**src/rtl/alu_pkg.sv**
```systemverilog
// ---------------------------------------------------------------------------
// alu_pkg
// Shared definitions for the ALU input loader: default operand and opcode
// widths, the eight supported opcode encodings, the loader FSM state type,
// and a helper that classifies a 6-bit opcode as supported or not.
// ---------------------------------------------------------------------------
package alu_pkg;

  localparam int BUS_SIZE_DEFAULT    = 8;
  localparam int OPCODE_SIZE_DEFAULT = 6;

  localparam logic [5:0] OP_ADD = 6'b100000;
  localparam logic [5:0] OP_SUB = 6'b100010;
  localparam logic [5:0] OP_AND = 6'b100100;
  localparam logic [5:0] OP_OR  = 6'b100101;
  localparam logic [5:0] OP_XOR = 6'b100110;
  localparam logic [5:0] OP_NOR = 6'b100111;
  localparam logic [5:0] OP_SRL = 6'b000010;
  localparam logic [5:0] OP_SRA = 6'b000011;

  // Encodings are shown on the board LEDs, so they are fixed explicitly.
  typedef enum logic [1:0] {
    WAIT_N1 = 2'b00,
    WAIT_N2 = 2'b01,
    WAIT_OP = 2'b10,
    READY   = 2'b11
  } state_t;

  function automatic logic opcode_is_legal(input logic [5:0] op);
    logic legal;
    case (op)
      OP_ADD, OP_SUB, OP_AND, OP_OR,
      OP_XOR, OP_NOR, OP_SRL, OP_SRA: legal = 1'b1;
      default:                        legal = 1'b0;
    endcase
    return legal;
  endfunction

endpackage

```
**src/rtl/btn_conditioner.sv**
```systemverilog
// ---------------------------------------------------------------------------
// btn_conditioner
// Turns one raw asynchronous push button into a single-cycle press pulse:
// 2-flop synchronizer, optional debounce, then a rising-edge detector.
//
// Configuration macro: ALU_INPUT_LOADER_DEBOUNCE_EN
//   defined   -> a level change is accepted only after DEBOUNCE_CYCLES
//                consecutive stable cycles
//   undefined -> the synchronized level is passed straight through
//
// Ports
//   clk    in  clock
//   reset  in  asynchronous active-high reset
//   btn    in  raw button level (active-high)
//   press  out one-cycle pulse per accepted press
// ---------------------------------------------------------------------------
module btn_conditioner #(
  parameter int DEBOUNCE_CYCLES = 1000000
) (
  input  logic clk,
  input  logic reset,
  input  logic btn,
  output logic press
);

  logic       sync1;
  logic       sync2;
  logic [1:0] valid_sr;
  logic       cond;
  logic       cond_d1;
  logic       cond_d2;
  logic       armed;

  // valid_sr marks the point where sync2 holds a real sample of the button
  // rather than its reset value.
  always_ff @(posedge clk or posedge reset) begin
    if (reset) begin
      sync1    <= 1'b0;
      sync2    <= 1'b0;
      valid_sr <= 2'b00;
    end else begin
      sync1    <= btn;
      sync2    <= sync1;
      valid_sr <= {valid_sr[0], 1'b1};
    end
  end

`ifdef ALU_INPUT_LOADER_DEBOUNCE_EN
  localparam int CNT_W = (DEBOUNCE_CYCLES > 1) ? $clog2(DEBOUNCE_CYCLES + 1) : 1;

  logic [CNT_W-1:0] stable_cnt;

  // Count consecutive cycles where the synchronized level disagrees with
  // the accepted level; any agreement restarts the count.
  always_ff @(posedge clk or posedge reset) begin
    if (reset) begin
      cond       <= 1'b0;
      stable_cnt <= '0;
    end else if (sync2 != cond) begin
      if (stable_cnt == CNT_W'(DEBOUNCE_CYCLES - 1)) begin
        cond       <= sync2;
        stable_cnt <= '0;
      end else begin
        stable_cnt <= stable_cnt + 1'b1;
      end
    end else begin
      stable_cnt <= '0;
    end
  end
`else
  logic unused_debounce_cfg;
  assign unused_debounce_cfg = (DEBOUNCE_CYCLES > 0);
  assign cond = sync2;
`endif

  // The edge detector only arms after a genuine released level has been
  // seen, so a button held through reset cannot fake a press on release
  // of reset; the press output is one registered pulse per rising edge.
  always_ff @(posedge clk or posedge reset) begin
    if (reset) begin
      cond_d1 <= 1'b0;
      cond_d2 <= 1'b0;
      armed   <= 1'b0;
      press   <= 1'b0;
    end else begin
      cond_d1 <= cond;
      cond_d2 <= cond_d1;
      armed   <= armed | (valid_sr[1] & ~sync2 & ~cond);
      press   <= armed & cond_d1 & ~cond_d2;
    end
  end

endmodule

```
**src/rtl/alu_input_loader.sv**
```systemverilog
// ---------------------------------------------------------------------------
// alu_input_loader
// Loads two operands and an opcode for an ALU from a switch bank, one
// register per push button, sequenced by a small FSM.
//
// Configuration macro: ALU_INPUT_LOADER_DEBOUNCE_EN (button debounce)
//
// Ports
//   clk          in  clock
//   reset        in  asynchronous active-high reset
//   sw           in  switch bank value to load [BUS_SIZE]
//   btn_num1     in  load num1 button
//   btn_num2     in  load num2 button
//   btn_op       in  load opcode button
//   num1, num2   out registered operands [BUS_SIZE]
//   opcode       out registered opcode [OPCODE_SIZE]
//   ready        out all three registers have been loaded
//   op_illegal   out loaded opcode is not a supported operation
//   state        out FSM state for LEDs
// ---------------------------------------------------------------------------
module alu_input_loader
  import alu_pkg::*;
#(
  parameter int BUS_SIZE        = BUS_SIZE_DEFAULT,
  parameter int OPCODE_SIZE     = OPCODE_SIZE_DEFAULT,
  parameter int DEBOUNCE_CYCLES = 1000000
) (
  input  logic                   clk,
  input  logic                   reset,
  input  logic [BUS_SIZE-1:0]    sw,
  input  logic                   btn_num1,
  input  logic                   btn_num2,
  input  logic                   btn_op,
  output logic [BUS_SIZE-1:0]    num1,
  output logic [BUS_SIZE-1:0]    num2,
  output logic [OPCODE_SIZE-1:0] opcode,
  output logic                   ready,
  output logic                   op_illegal,
  output logic [1:0]             state
);

  logic   press_n1;
  logic   press_n2;
  logic   press_op;
  logic   op_loaded;
  state_t state_q;

  btn_conditioner #(.DEBOUNCE_CYCLES(DEBOUNCE_CYCLES)) u_cond_n1 (
    .clk(clk), .reset(reset), .btn(btn_num1), .press(press_n1)
  );

  btn_conditioner #(.DEBOUNCE_CYCLES(DEBOUNCE_CYCLES)) u_cond_n2 (
    .clk(clk), .reset(reset), .btn(btn_num2), .press(press_n2)
  );

  btn_conditioner #(.DEBOUNCE_CYCLES(DEBOUNCE_CYCLES)) u_cond_op (
    .clk(clk), .reset(reset), .btn(btn_op), .press(press_op)
  );

  // Simultaneous presses resolve num1 > num2 > op; a losing press is simply
  // dropped. num1 may always be (re)loaded, num2 once num1 exists, and the
  // opcode once both operands exist.
  always_ff @(posedge clk or posedge reset) begin
    if (reset) begin
      state_q   <= WAIT_N1;
      num1      <= '0;
      num2      <= '0;
      opcode    <= '0;
      op_loaded <= 1'b0;
    end else if (press_n1) begin
      num1 <= sw;
      if (state_q == WAIT_N1) state_q <= WAIT_N2;
    end else if (press_n2) begin
      if (state_q != WAIT_N1) begin
        num2 <= sw;
        if (state_q == WAIT_N2) state_q <= WAIT_OP;
      end
    end else if (press_op) begin
      if (state_q == WAIT_OP || state_q == READY) begin
        opcode    <= sw[OPCODE_SIZE-1:0];
        op_loaded <= 1'b1;
        state_q   <= READY;
      end
    end
  end

  // The reset value of opcode (0) is not a supported operation, so the flag
  // is qualified by op_loaded to stay quiet until an opcode was loaded.
  // Upper bits beyond the 6-bit encoding must be zero to be legal.
  logic [31:0] op_ext;
  assign op_ext     = 32'(opcode);
  assign op_illegal = op_loaded & ~((op_ext[31:6] == 26'd0) & opcode_is_legal(op_ext[5:0]));
  assign ready      = (state_q == READY);
  assign state      = state_q;

endmodule

```
**config.mk**
```make
export PLATFORM = sky130hd
export DESIGN_NAME = alu_input_loader
export DESIGN_NICKNAME = d
export VERILOG_FILES = /design/src/rtl/alu_pkg.sv /design/src/rtl/btn_conditioner.sv /design/src/rtl/alu_input_loader.sv
export SDC_FILE = /design/constraint.sdc
export NUM_CORES = 1
export LEC_CHECK = 0
export BUFFER_PORTS_ARGS = -buffer_cell sky130_fd_sc_hd__buf_2
export CAP_MARGIN = 20
export CORE_MARGIN = 4
export CORE_UTILIZATION = 50
export CTS_CLUSTER_DIAMETER = 100
export DETAILED_ROUTE_END_ITERATION = 16
export PLACE_DENSITY = 0.72
export SETUP_SLACK_MARGIN = 0.1
export SYNTH_ARGS = -nofsm -noshare
export SYNTH_HDL_FRONTEND = slang
export SYNTH_HIERARCHICAL = 1
export SYNTH_SLANG_ARGS = --single-unit
```
**constraint.sdc**
```tcl
create_clock -name clk -period 2.7 [get_ports clk]
set_input_delay 0.54 -clock clk [delete_from_list [all_inputs] [get_ports clk]]
set_output_delay 0.54 -clock clk [all_outputs]
set_load 0.02 [all_outputs]
```
==> run metrics, run 1 <==
status finished clean; Critical Path AT 1390 ps; Setup WS post-layout 770 ps; total of max-cap violations 0; critical path start-end classification reg2out; type of element capturing the critical path output pin; Setup crit start kind flip-flop; arithmetic-cell share of the synthesized area counting full adders, half adders and majority gates 0%; pwr/cell area 768 mW/mm^2; clock tree from TritonCTS built; worst path required time 2160 ps; cell area after synthesis 0.00167 mm^2; Final Hold Violating Endpoints 0; standard cell core area 0.00313 mm^2; combinational family with the most area after synthesis multiplexers; total via count after detailed routing 931; setup repair after global routing missed its margin false; num rows 20; area occupied by multi-input gates 410 um^2; post-synth cell types 17; number of CTS-inserted buffers 5; pin count of the biggest net entering global routing 26; Global Route Usage Sum 14.4%; gr ovfl total 0; Pre-Repair DR Iteration Count 4; number of storage elements in the synthesis netlist 49; number of buffers inserted to repair setup after CTS 0; number of I/O port buffers 38; share of post-route cells with drive strength above 1 47.0%; overall die width 65.8 um; total of warnings raised by yosys 6; wire length of the first global-routing pass 4440 um; type of the most critical hold path in2async; IO Count 39; hpwl dp 1950 um; Avg Inst Size Synth 15.8 um^2; cell chosen for the clock root sky130_fd_sc_hd__clkbuf_4; number of pins exceeding their max-slew limit in the final report 0; vias in the first global route 948; number of H-tree levels 2; total wirelength of the detailed-routed design 2540 um; gpl congestion 0.704; crit path max fanout 4; highest attainable clock frequency 518 MHz; multiplexer share of the synthesized area 14.8%; residual antenna-violating net count after detailed routing 0; Post-CTS Hold Fix Bufs 0; Worst Max-Slew Pin Slew 930 ps; fillers 245; die height 65.8 um; setup_tns 0 ps; routed length per instance 13.0 um; Antenna Diode Count 0; Avg Vias per Cell 4.77; Place WS 1040 ps; maximum vdd drop 0.398 mV; area share of and/or/nand/nor cells after synthesis 6.14%; synthesized netlist net count 119; clock period minus worst slack 1930 ps; post-CTS resize count 0; final standard cell utilization of the core 63.4%; gate count of the mapped netlist 106; XOR/XNOR share of the synthesized area 0%; clock sink count 49; Net count, final 163; share of synthesized area occupied by flip-flops and latches 73.4%; setup-violating endpoint count in the final report 0; antenna violations before repair 0; area added between synthesis and finish 18.6%; Slew headroom 37.9%; Hold WS 132 ps; number of buffers on the longest clock path 2; fraction of the mapped netlist area in compound gates 2.92%; P_leak 0.935 nW; register area 0.00123 mm^2; Worst Clk Skew 7.96 ps; DRC Markers 0; share of the clock period used by the worst path 71.5%; DIE AREA 0.00433 mm^2; starting DRC count in detailed routing 30; starting density of the core 53.4%; clock insertion delay at the later pin of the skew report 350 ps; CTS clock-pin slew for the worst setup and hold paths 130 ps
-- placed cells by master, fill, tap and decap left out --
cell                       instances
sky130_fd_sc_hd__nor3_4            1
sky130_fd_sc_hd__nand2_1           6
sky130_fd_sc_hd__clkbuf_4          5
sky130_fd_sc_hd__clkbuf_8          2
sky130_fd_sc_hd__nand3b_1          1
sky130_fd_sc_hd__o31a_1            1
sky130_fd_sc_hd__a221o_1           1
sky130_fd_sc_hd__nor2_1            5
sky130_fd_sc_hd__and2_1            1
sky130_fd_sc_hd__mux2_2           22
sky130_fd_sc_hd__nand2b_1          1
sky130_fd_sc_hd__conb_1            3
sky130_fd_sc_hd__or2_2             1
sky130_fd_sc_hd__a22oi_1           1
sky130_fd_sc_hd__buf_2            38
sky130_fd_sc_hd__dfrtp_1          49
sky130_fd_sc_hd__nor3b_4           1
sky130_fd_sc_hd__inv_1             8
sky130_fd_sc_hd__a21o_1            3
sky130_fd_sc_hd__clkinv_2          1
-- state kept, by name (all words and copies together), names as in the netlist, 2 cells and up --
signal	count
num1	8
u_cond_n2/valid_sr	2
state	2
u_cond_op/valid_sr	2
num2	8
opcode	6
u_cond_n1/valid_sr	2
-- path summary, 6_finish.rpt --
path,from,endpoint,depth (start not counted),slack [ps]
setup / recovery,opcode[2]$_DFFE_PP0P_,op_illegal,4,770
hold / removal,reset,u_cond_n2/press$_DFF_PP0_,2,130
setup reg to reg,u_cond_n1/press$_DFF_PP0_,num2[6]$_DFFE_PP0P_,2,1040
hold reg to reg,u_cond_op/sync1$_DFF_PP0_,u_cond_op/cond$_DFF_PP0_,0,360
max in group asynchronous,reset,num1[7]$_DFFE_PP0P_,2,1720
min in group clk,btn_num1,u_cond_n1/sync1$_DFF_PP0_,1,290
-- area by class of cell --
cell class	count	share of cell area (%)
flip-flops and latches	49	61.9
multi-input cells	48	20.7
repair buffers	38	9.60
clock buffers	7	3.28
well taps	44	2.78
inverters	8	1.52
clock inverters	1	0.253
-- logic make-up after synthesis --
logic type	count (synthesis)
AOI/OAI and AO/OA	6
buffers and inverters	9
DFF	49
muxes	22
other	3
and+or+nand+nor	17
-- power breakdown --
group          internal, mW  leakage, nW  switching, mW  total [mW]
logic                 0.124        0.335          0.173       0.297
clock network         0.151       0.0413          0.204       0.355
registers             0.819        0.558         0.0509       0.870
-- synthesized netlist by cell type --
| cell type | instances | share of area, % |
|---|---|---|
| sky130_fd_sc_hd__inv_1 | 8 | 1.8 |
| sky130_fd_sc_hd__a221o_1 | 1 | 0.60 |
| sky130_fd_sc_hd__nor3_4 | 1 | 0.97 |
| sky130_fd_sc_hd__buf_2 | 1 | 0.30 |
| sky130_fd_sc_hd__and2_1 | 1 | 0.37 |
| sky130_fd_sc_hd__a22oi_1 | 1 | 0.45 |
| sky130_fd_sc_hd__or2_2 | 1 | 0.37 |
| sky130_fd_sc_hd__a21o_1 | 3 | 1.3 |
| sky130_fd_sc_hd__nor3b_4 | 1 | 1.1 |
| sky130_fd_sc_hd__mux2_2 | 22 | 15 |
| sky130_fd_sc_hd__nor2_1 | 5 | 1.1 |
| sky130_fd_sc_hd__dfrtp_1 | 49 | 73 |
| sky130_fd_sc_hd__nand2_1 | 6 | 1.3 |
| sky130_fd_sc_hd__o31a_1 | 1 | 0.52 |
| sky130_fd_sc_hd__nand2b_1 | 1 | 0.37 |
| sky130_fd_sc_hd__conb_1 | 3 | 0.67 |
| sky130_fd_sc_hd__nand3b_1 | 1 | 0.45 |
-- through the flow --
step	cells	power, mW	area [um^2]
2_1_floorplan	106	1.07	1670
3_3_place_gp	187	1.18	1910
3_5_place_dp	187	1.19	1910
4_1_cts	195	1.55	1980
5_1_grt	195	1.63	1980
6_report	195	1.52	1980
-- worst max-delay path: stages, from the launching register on --
cell                       delay (ps)
sky130_fd_sc_hd__dfrtp_1          420
sky130_fd_sc_hd__nand2b_1         150
sky130_fd_sc_hd__a22oi_1          170
sky130_fd_sc_hd__o31a_1           140
sky130_fd_sc_hd__buf_2            160
-- routing by layer --
| layer | global-route usage [%] | routed length [um] |
|---|---|---|
| met5 | 0 | 0 |
| met2 | 22.5 | 1320 |
| met4 | 8.03 | 55 |
| met3 | 6.63 | 173 |
| met1 | 16.1 | 992 |
Note: power is estimated with default switching activity, not from simulation.
==> run 2, diff against run 1 <==
--- a/config.mk
+++ b/config.mk
@@ -5,13 +5,14 @@
 export SDC_FILE = /design/constraint.sdc
 export NUM_CORES = 1
 export LEC_CHECK = 0
+export ABC_AREA = 1
 export BUFFER_PORTS_ARGS = -buffer_cell sky130_fd_sc_hd__buf_2
 export CAP_MARGIN = 20
 export CORE_MARGIN = 4
 export CORE_UTILIZATION = 50
 export CTS_CLUSTER_DIAMETER = 100
 export DETAILED_ROUTE_END_ITERATION = 16
-export PLACE_DENSITY = 0.72
+export PLACE_DENSITY = 0.71
 export SETUP_SLACK_MARGIN = 0.1
 export SYNTH_ARGS = -nofsm -noshare
 export SYNTH_HDL_FRONTEND = slang
==> constraint.sdc (replaced) <==
create_clock -name clk -period 1.9 [get_ports clk]
set_input_delay 0.38 -clock clk [delete_from_list [all_inputs] [get_ports clk]]
set_output_delay 0.38 -clock clk [all_outputs]
set_load 0.02 [all_outputs]
==> run metrics, run 2 <==
hpwl dp 2310 um (+18%); Pre-Repair DR Iteration Count 4 (unchanged); cell area after synthesis 0.00181 mm^2 (+8.4%); Global Route Usage Sum 15.4% (+1.0 points); routed length on met1 1300 um (+31%); clock period minus worst slack 1660 ps; number of H-tree levels 2 (unchanged); number of storage elements in the synthesis netlist 49 (unchanged); number of pins exceeding their max-slew limit in the final report 0 (unchanged); total wirelength of the detailed-routed design 3070 um (+21%); beginning of the worst register-to-register path u_cond_n1/press$_DFF_PP0_; maximum vdd drop 0.618 mV (+55%); setup-violating endpoint count in the final report 0 (unchanged); placement-stage cell area 0.00204 mm^2 (+6.7%); standard cell core area 0.00342 mm^2 (+9.2%); Met3 Routed Length 179 um (+3.5%); Top Layer Used met4; gr ovfl total 0 (unchanged); Worst Clk Skew 5.59 ps (-2.36 ps); gate count of the mapped netlist 168 (+58%); DIE AREA 0.00465 mm^2 (+7.3%); Net count, final 225 (+38%); number of buffers inserted to repair setup after CTS 0 (unchanged); P_leak 1.16 nW (+24%); highest-count cells in the layout ignoring fill and taps sky130_fd_sc_hd__dfrtp_1, sky130_fd_sc_hd__nand2_1, sky130_fd_sc_hd__buf_2, sky130_fd_sc_hd__inv_1, sky130_fd_sc_hd__o21ai_2; total via count after detailed routing 1,210 (+30%); predominant post-synthesis flop cell sky130_fd_sc_hd__dfrtp_1; pin count of the biggest net entering global routing 26 (unchanged); share of synthesized area occupied by flip-flops and latches 67.7% (-5.7 points); type of element capturing the critical path output pin; num rows 21 (+5.0%); highest attainable clock frequency 601 MHz; Avg Vias per Cell 4.69 (-1.8%); residual antenna-violating net count after detailed routing 0 (unchanged); cell area after layout 0.00211 mm^2 (+6.5%); fillers 283 (+16%); largest registers num1: 8 flops, num2: 8 flops, opcode: 6 flops; Final Hold Violating Endpoints 0 (unchanged); die height 68.2 um (+3.6%); starting density of the core 53.0% (-0.40 points); crit path max fanout 3 (-1); Setup crit start kind flip-flop; antenna violations before repair 0 (unchanged); pwr/cell area 1110 mW/mm^2 (+44%); gpl congestion 0.753 (+6.9%); Crit. Startpoint opcode[1]$_DFFE_PP0P_; routed length per instance 11.9 um (-8.6%); dominant cell type by area after synthesis sky130_fd_sc_hd__dfrtp_1; most common cell in the synthesized netlist sky130_fd_sc_hd__dfrtp_1; number of buffers on the longest clock path 2 (unchanged); fraction of synthesis flops using an asynchronous set or reset pin 100% (unchanged); Antenna Diode Count 0 (unchanged); IO Count 39 (unchanged); clock insertion delay at the later pin of the skew report 350 ps (about the same); clock tree from TritonCTS built; number of I/O port buffers 38 (unchanged); number of CTS-inserted buffers 5 (unchanged); status finished clean; worst path required time 1520 ps (-640 ps); logic depth of the worst register-to-register path 4 (+2); Worst R2R Setup Slack 560 ps (-480 ps); type of the most critical hold path in2reg; CTS clock-pin slew for the worst setup and hold paths 120 ps (about the same); vias in the first global route 1,212 (+28%); metal2 WL 1550 um (+18%); DRC Markers 0 (unchanged); area added between synthesis and finish 16.5%; fraction of synthesized cell area taken by the top area cell type 67.7% (-5.7 points); synthesized netlist net count 181 (+52%); setup repair after global routing missed its margin true; most common library cells after synthesis sky130_fd_sc_hd__dfrtp_1, sky130_fd_sc_hd__nand2_1, sky130_fd_sc_hd__inv_1; Critical Path AT 1280 ps (-110 ps); wire length of the first global-routing pass 5170 um (+16%); Avg Inst Size Synth 10.8 um^2 (-32%); endpoint of the worst-slack reg-to-reg timing path num2[5]$_DFFE_PP0P_; count of flip-flops with a built-in enable after synthesis 0 (unchanged); last element of the critical path op_illegal; clock sink count 49 (unchanged); starting DRC count in detailed routing 52 (+73%); register area 0.00123 mm^2 (unchanged); critical path start-end classification reg2out; cell chosen for the clock root sky130_fd_sc_hd__clkbuf_4; total of max-cap violations 0 (unchanged); share of post-route cells with drive strength above 1 32.1% (-15 points); most common cell after layout, fill and taps aside sky130_fd_sc_hd__dfrtp_1; cell types with the largest area share after synthesis sky130_fd_sc_hd__dfrtp_1, sky130_fd_sc_hd__nand2_1, sky130_fd_sc_hd__inv_1; share of the clock period used by the worst path 87.5%; post-synth cell types 19 (+2); area occupied by multi-input gates 457 um^2 (+11%); overall die width 68.2 um (+3.6%); total of warnings raised by yosys 6 (unchanged); setup_tns 0 ps (unchanged)
run 2: cell types whose count changed after synthesis, sizes merged, moves of 2 or more:
cell | previous run | this run
inv | 8 | 27
buf | 1 | 3
mux2 | 22 | 0
a21o | 3 | 0
nand2 | 6 | 52
o21ai | 0 | 18
nand3 | 0 | 7
run 2: cell families (layout without fill, tap and decap cells):
logic type             count (synthesis)  count (layout)  share of synthesized area [%]
AO/OA/AOI/OAI                         21              21                           8.29
buffers and inverters                 30              74                           7.11
flip-flops                            49              49                           67.7
other                                  3               3                          0.622
AND/OR/NAND/NOR                       65              65                           16.3
run 2: power breakdown:
part           internal (mW)  switching [mW]  total (mW)
combinational          0.211           0.393       0.603
clock                  0.175           0.292       0.467
sequential              1.18          0.0933        1.27
total                   1.56           0.778        2.34
run 2: how the worst min path moves through the flow:
| stage | end | start | slack [ps] | depth (start not counted) |
|---|---|---|---|---|
| floorplan | u_cond_n1/armed$_DFF_PP0_ | reset | 200 | 1 |
| global placement | u_cond_op/valid_sr[1]$_DFF_PP0_ | u_cond_op/valid_sr[0]$_DFF_PP0_ | 330 | 0 |
| detailed placement | u_cond_n2/cond$_DFF_PP0_ | u_cond_n2/sync1$_DFF_PP0_ | 340 | 0 |
| CTS | u_cond_op/sync1$_DFF_PP0_ | btn_op | 100 | 1 |
| global route | u_cond_n1/sync1$_DFF_PP0_ | btn_num1 | 100 | 1 |
| finish | u_cond_op/sync1$_DFF_PP0_ | btn_op | 120 | 1 |
run 2: through the flow:
stage	power [mW]	util (%)	hold slack (ps)	worst slack (ps)	std cells
2_1_floorplan	1.68	-	196	608	168
3_3_place_gp	1.87	59.7	332	627	250
3_5_place_dp	1.89	59.7	336	590	250
4_1_cts	2.36	61.6	104	202	258
5_1_grt	2.50	61.8	97.6	90.5	258
6_report	2.34	61.8	122	237	258
run 2: repair_timing:
action                                 in CTS  in global routing
endpoints found under the hold margin      24                  0
hold buffers                                1                  0
setup endpoints to repair                   0                  1
gates resized for setup                     0                  3
run 2: worst max-delay path, cell delays in order (launching register included):
cell	delay, ps
sky130_fd_sc_hd__dfrtp_1	380
sky130_fd_sc_hd__inv_1	60
sky130_fd_sc_hd__o21bai_1	150
sky130_fd_sc_hd__o211ai_1	100
sky130_fd_sc_hd__nand2_1	90
sky130_fd_sc_hd__inv_2	30
sky130_fd_sc_hd__buf_6	120
run 2: cell type report:
class / count / share of cell area (%)
flip-flops and latches: 49 / 58.1
multi-input cells: 89 / 21.6
repair buffers: 40 / 10.1
inverters: 27 / 4.80
well taps: 46 / 2.73
clock buffers: 7 / 2.61
run 2: routing by layer:
layer / vias up / GRT usage, %
met4: 0 / 7.44
met5: - / 0
met3: 4 / 4.93
met2: 30 / 24.9
li1: 592 / -
met1: 584 / 18.5
==> run 3, diff against run 2 <==
--- a/config.mk
+++ b/config.mk
@@ -12,9 +12,8 @@
 export CORE_UTILIZATION = 50
 export CTS_CLUSTER_DIAMETER = 100
 export DETAILED_ROUTE_END_ITERATION = 16
-export PLACE_DENSITY = 0.71
+export PLACE_DENSITY = 0.72
 export SETUP_SLACK_MARGIN = 0.1
 export SYNTH_ARGS = -nofsm -noshare
 export SYNTH_HDL_FRONTEND = slang
-export SYNTH_HIERARCHICAL = 1
 export SYNTH_SLANG_ARGS = --single-unit
==> run metrics, run 3 <==
status finished clean; Slew headroom 48.7%; IO Count 39 (unchanged); type of element capturing the critical path output pin; total of max-cap violations 0 (unchanged); clock period minus worst slack 1600 ps (-58.6 ps); cell area after synthesis 0.00165 mm^2 (-9.0%); number of storage elements in the synthesis netlist 45 (-8.2%); pin count of the biggest net entering global routing 24 (-7.7%); P_leak 1.04 nW (-9.7%); cell types with the largest area share after synthesis sky130_fd_sc_hd__dfrtp_1, sky130_fd_sc_hd__nand2_1, sky130_fd_sc_hd__o21ai_2; clock tree from TritonCTS built; Worst R2R Setup Slack 610 ps (+50 ps); Antenna Diode Count 0 (unchanged); maximum vdd drop 0.694 mV (+12%); DIE AREA 0.00428 mm^2 (-8.0%); cell area after layout 0.00198 mm^2 (-6.4%); total via count after detailed routing 1,098 (-9.3%); beginning of the worst register-to-register path u_cond_n1.press$_DFF_PP0_; most common cell in the synthesized netlist sky130_fd_sc_hd__dfrtp_1; share of post-route cells with drive strength above 1 35.9% (+3.9 points); die height 65.4 um (-4.1%); Critical Path AT 1220 ps (-60 ps); worst path required time 1520 ps (about the same); multiplexer share of the synthesized area 0% (unchanged); arithmetic-cell share of the synthesized area counting full adders, half adders and majority gates 0% (unchanged); vias in the first global route 1,113 (-8.2%); number of buffers on the longest clock path 2 (unchanged); gpl congestion 0.826 (+9.7%); gr ovfl total 0 (unchanged); overall die width 65.4 um (-4.1%); wire length of the first global-routing pass 4930 um (-4.5%); area occupied by multi-input gates 430 um^2 (-5.8%); XOR/XNOR share of the synthesized area 0% (unchanged); number of H-tree levels 2 (unchanged); fraction of synthesis flops using an asynchronous set or reset pin 100% (unchanged); CTS clock-pin slew for the worst setup and hold paths 110 ps (about the same); share of the clock period used by the worst path 84.5% (-3.1 points); pwr/cell area 1090 mW/mm^2 (-2.0%); clock insertion delay at the later pin of the skew report 340 ps (about the same); Avg Inst Size Synth 11.3 um^2 (+4.7%); fraction of synthesized cell area taken by the top area cell type 68.3% (+0.66 points); cell chosen for the clock root sky130_fd_sc_hd__clkbuf_4; setup_tns 0 ps (unchanged); endpoint of the worst-slack reg-to-reg timing path opcode[2]$_DFFE_PP0P_; predominant post-synthesis flop cell sky130_fd_sc_hd__dfrtp_1; number of pins exceeding their max-slew limit in the final report 0 (unchanged); critical path start-end classification reg2out; antenna violations before repair 0 (unchanged); placement-stage cell area 0.00188 mm^2 (-7.8%); clock sink count 45 (-8.2%); setup repair after global routing missed its margin false; highest attainable clock frequency 623 MHz (+3.7%); hpwl dp 2110 um (-8.4%); logic depth of the worst register-to-register path 4 (unchanged); Pre-Repair DR Iteration Count 4 (unchanged); total wirelength of the detailed-routed design 2770 um (-9.9%); largest registers num1: 8 flops, num2: 8 flops, opcode: 6 flops; total of warnings raised by yosys 0 (-6); Crit. Startpoint opcode[2]$_DFFE_PP0P_; combinational family with the most area after synthesis simple AND/OR/NAND/NOR gates; gate count of the mapped netlist 146 (-13%); starting density of the core 53.1% (+0.065 points); crit path max fanout 4 (+1); Setup crit start kind flip-flop; highest-count cells in the layout ignoring fill and taps sky130_fd_sc_hd__dfrtp_1, sky130_fd_sc_hd__nand2_1, sky130_fd_sc_hd__buf_2, sky130_fd_sc_hd__inv_1, sky130_fd_sc_hd__o21ai_2; fillers 274 (-3.2%); most common cell after layout, fill and taps aside sky130_fd_sc_hd__dfrtp_1; fraction of the mapped netlist area in compound gates 10.3% (+2.0 points); routed length per instance 11.7 um (-1.5%); Global Route Usage Sum 15.6% (+0.24 points); most common library cells after synthesis sky130_fd_sc_hd__dfrtp_1, sky130_fd_sc_hd__nand2_1, sky130_fd_sc_hd__inv_1; DRC Markers 0 (unchanged); number of CTS-inserted buffers 5 (unchanged); Avg Vias per Cell 4.65 (-0.80%); Net count, final 204 (-9.3%); standard cell core area 0.00310 mm^2 (-9.2%); dominant cell type by area after synthesis sky130_fd_sc_hd__dfrtp_1; starting DRC count in detailed routing 57 (+9.6%); post-synth cell types 20 (+1); Worst Max-Slew Pin Slew 765 ps; Post-CTS Hold Fix Bufs 0 (-1); setup-violating endpoint count in the final report 0 (unchanged); number of I/O port buffers 38 (unchanged); synthesized netlist net count 159 (-12%); area share of and/or/nand/nor cells after synthesis 15.6% (-0.73 points); area added between synthesis and finish 19.9%; type of the most critical hold path in2async; count of flip-flops with a built-in enable after synthesis 0 (unchanged); share of synthesized area occupied by flip-flops and latches 68.3% (+0.66 points); num rows 20 (-4.8%); register area 0.00113 mm^2 (-8.2%); residual antenna-violating net count after detailed routing 0 (unchanged); Worst Clk Skew 5.87 ps (+0.275 ps); Hold WS 64.8 ps (-57.3 ps); Final Hold Violating Endpoints 0 (unchanged)
-- run 3: cell count changes in the layout (fill, tap and decap cells not counted), moves of 3 or more --
cell and delta:
sky130_fd_sc_hd__o21bai_1 +3, sky130_fd_sc_hd__inv_2 -3, sky130_fd_sc_hd__dfrtp_1 -4, sky130_fd_sc_hd__inv_1 -8, sky130_fd_sc_hd__o21ai_0 -3, sky130_fd_sc_hd__buf_4 +3, sky130_fd_sc_hd__nand2_1 -7
-- run 3: worst max-delay path: stages (launching register included) --
cell and delay (ps):
sky130_fd_sc_hd__dfrtp_1 420, sky130_fd_sc_hd__nand3b_1 170, sky130_fd_sc_hd__nand3_1 80, sky130_fd_sc_hd__nand2_1 50, sky130_fd_sc_hd__inv_1 40, sky130_fd_sc_hd__buf_4 130
-- run 3: worst max-delay path by stage --
stage and end:
3_5_place_dp opcode[2]$_DFFE_PP0P_, 6_report op_illegal, 5_1_grt op_illegal, 3_3_place_gp opcode[2]$_DFFE_PP0P_
2_1_floorplan num1[0]$_DFFE_PP0P_, 4_1_cts op_illegal
-- run 3: what timing repair did --
item | CTS | global route
resized for setup | 0 | 1
setup buffers | 0 | 1
endpoints found under the setup margin | 0 | 1
endpoints found under the hold margin | 0 | 0
-- run 3: per-layer routing --
layer / wire length (um) / track usage [%] / up-vias
met5: 0 / 0 / -
met4: 74 / 8.81 / 0
met3: 226 / 6.32 / 7
met2: 1290 / 23.1 / 37
met1: 1180 / 19.3 / 512
li1: - / - / 542
-- run 3: cells by family (layout without fill, tap and decap cells) --
kind of cell,count (synthesis),after routing
DFF,45,45
other,1,1
and+or+nand+nor,57,57
AOI/OAI and AO/OA,23,23
buffers and inverters,20,66
-- run 3: final cells by class --
class                      instances  share of cell area, %
sequential                        45                   57.0
multi-input combinational         81                   21.8
timing repair buffer              41                   10.9
inverter                          17                   3.23
clock buffer                       7                   2.79
tap                               44                   2.79
clock inverter                     1                   1.52
-- run 3: power breakdown --
group	switching, mW	internal, mW
Clock	0.270	0.314
Combinational	0.280	0.156
Sequential	0.0662	1.06
Total	0.616	1.53
-- run 3: per-stage QoR --
step,instances,total power [mW],setup slack (ps),utilization (%)
2_1_floorplan,146,1.43,461,-
3_3_place_gp,227,1.56,667,60.6
3_5_place_dp,227,1.58,631,60.6
4_1_cts,235,2.17,246,63.3
5_1_grt,236,2.28,107,63.7
6_report,236,2.15,295,63.7
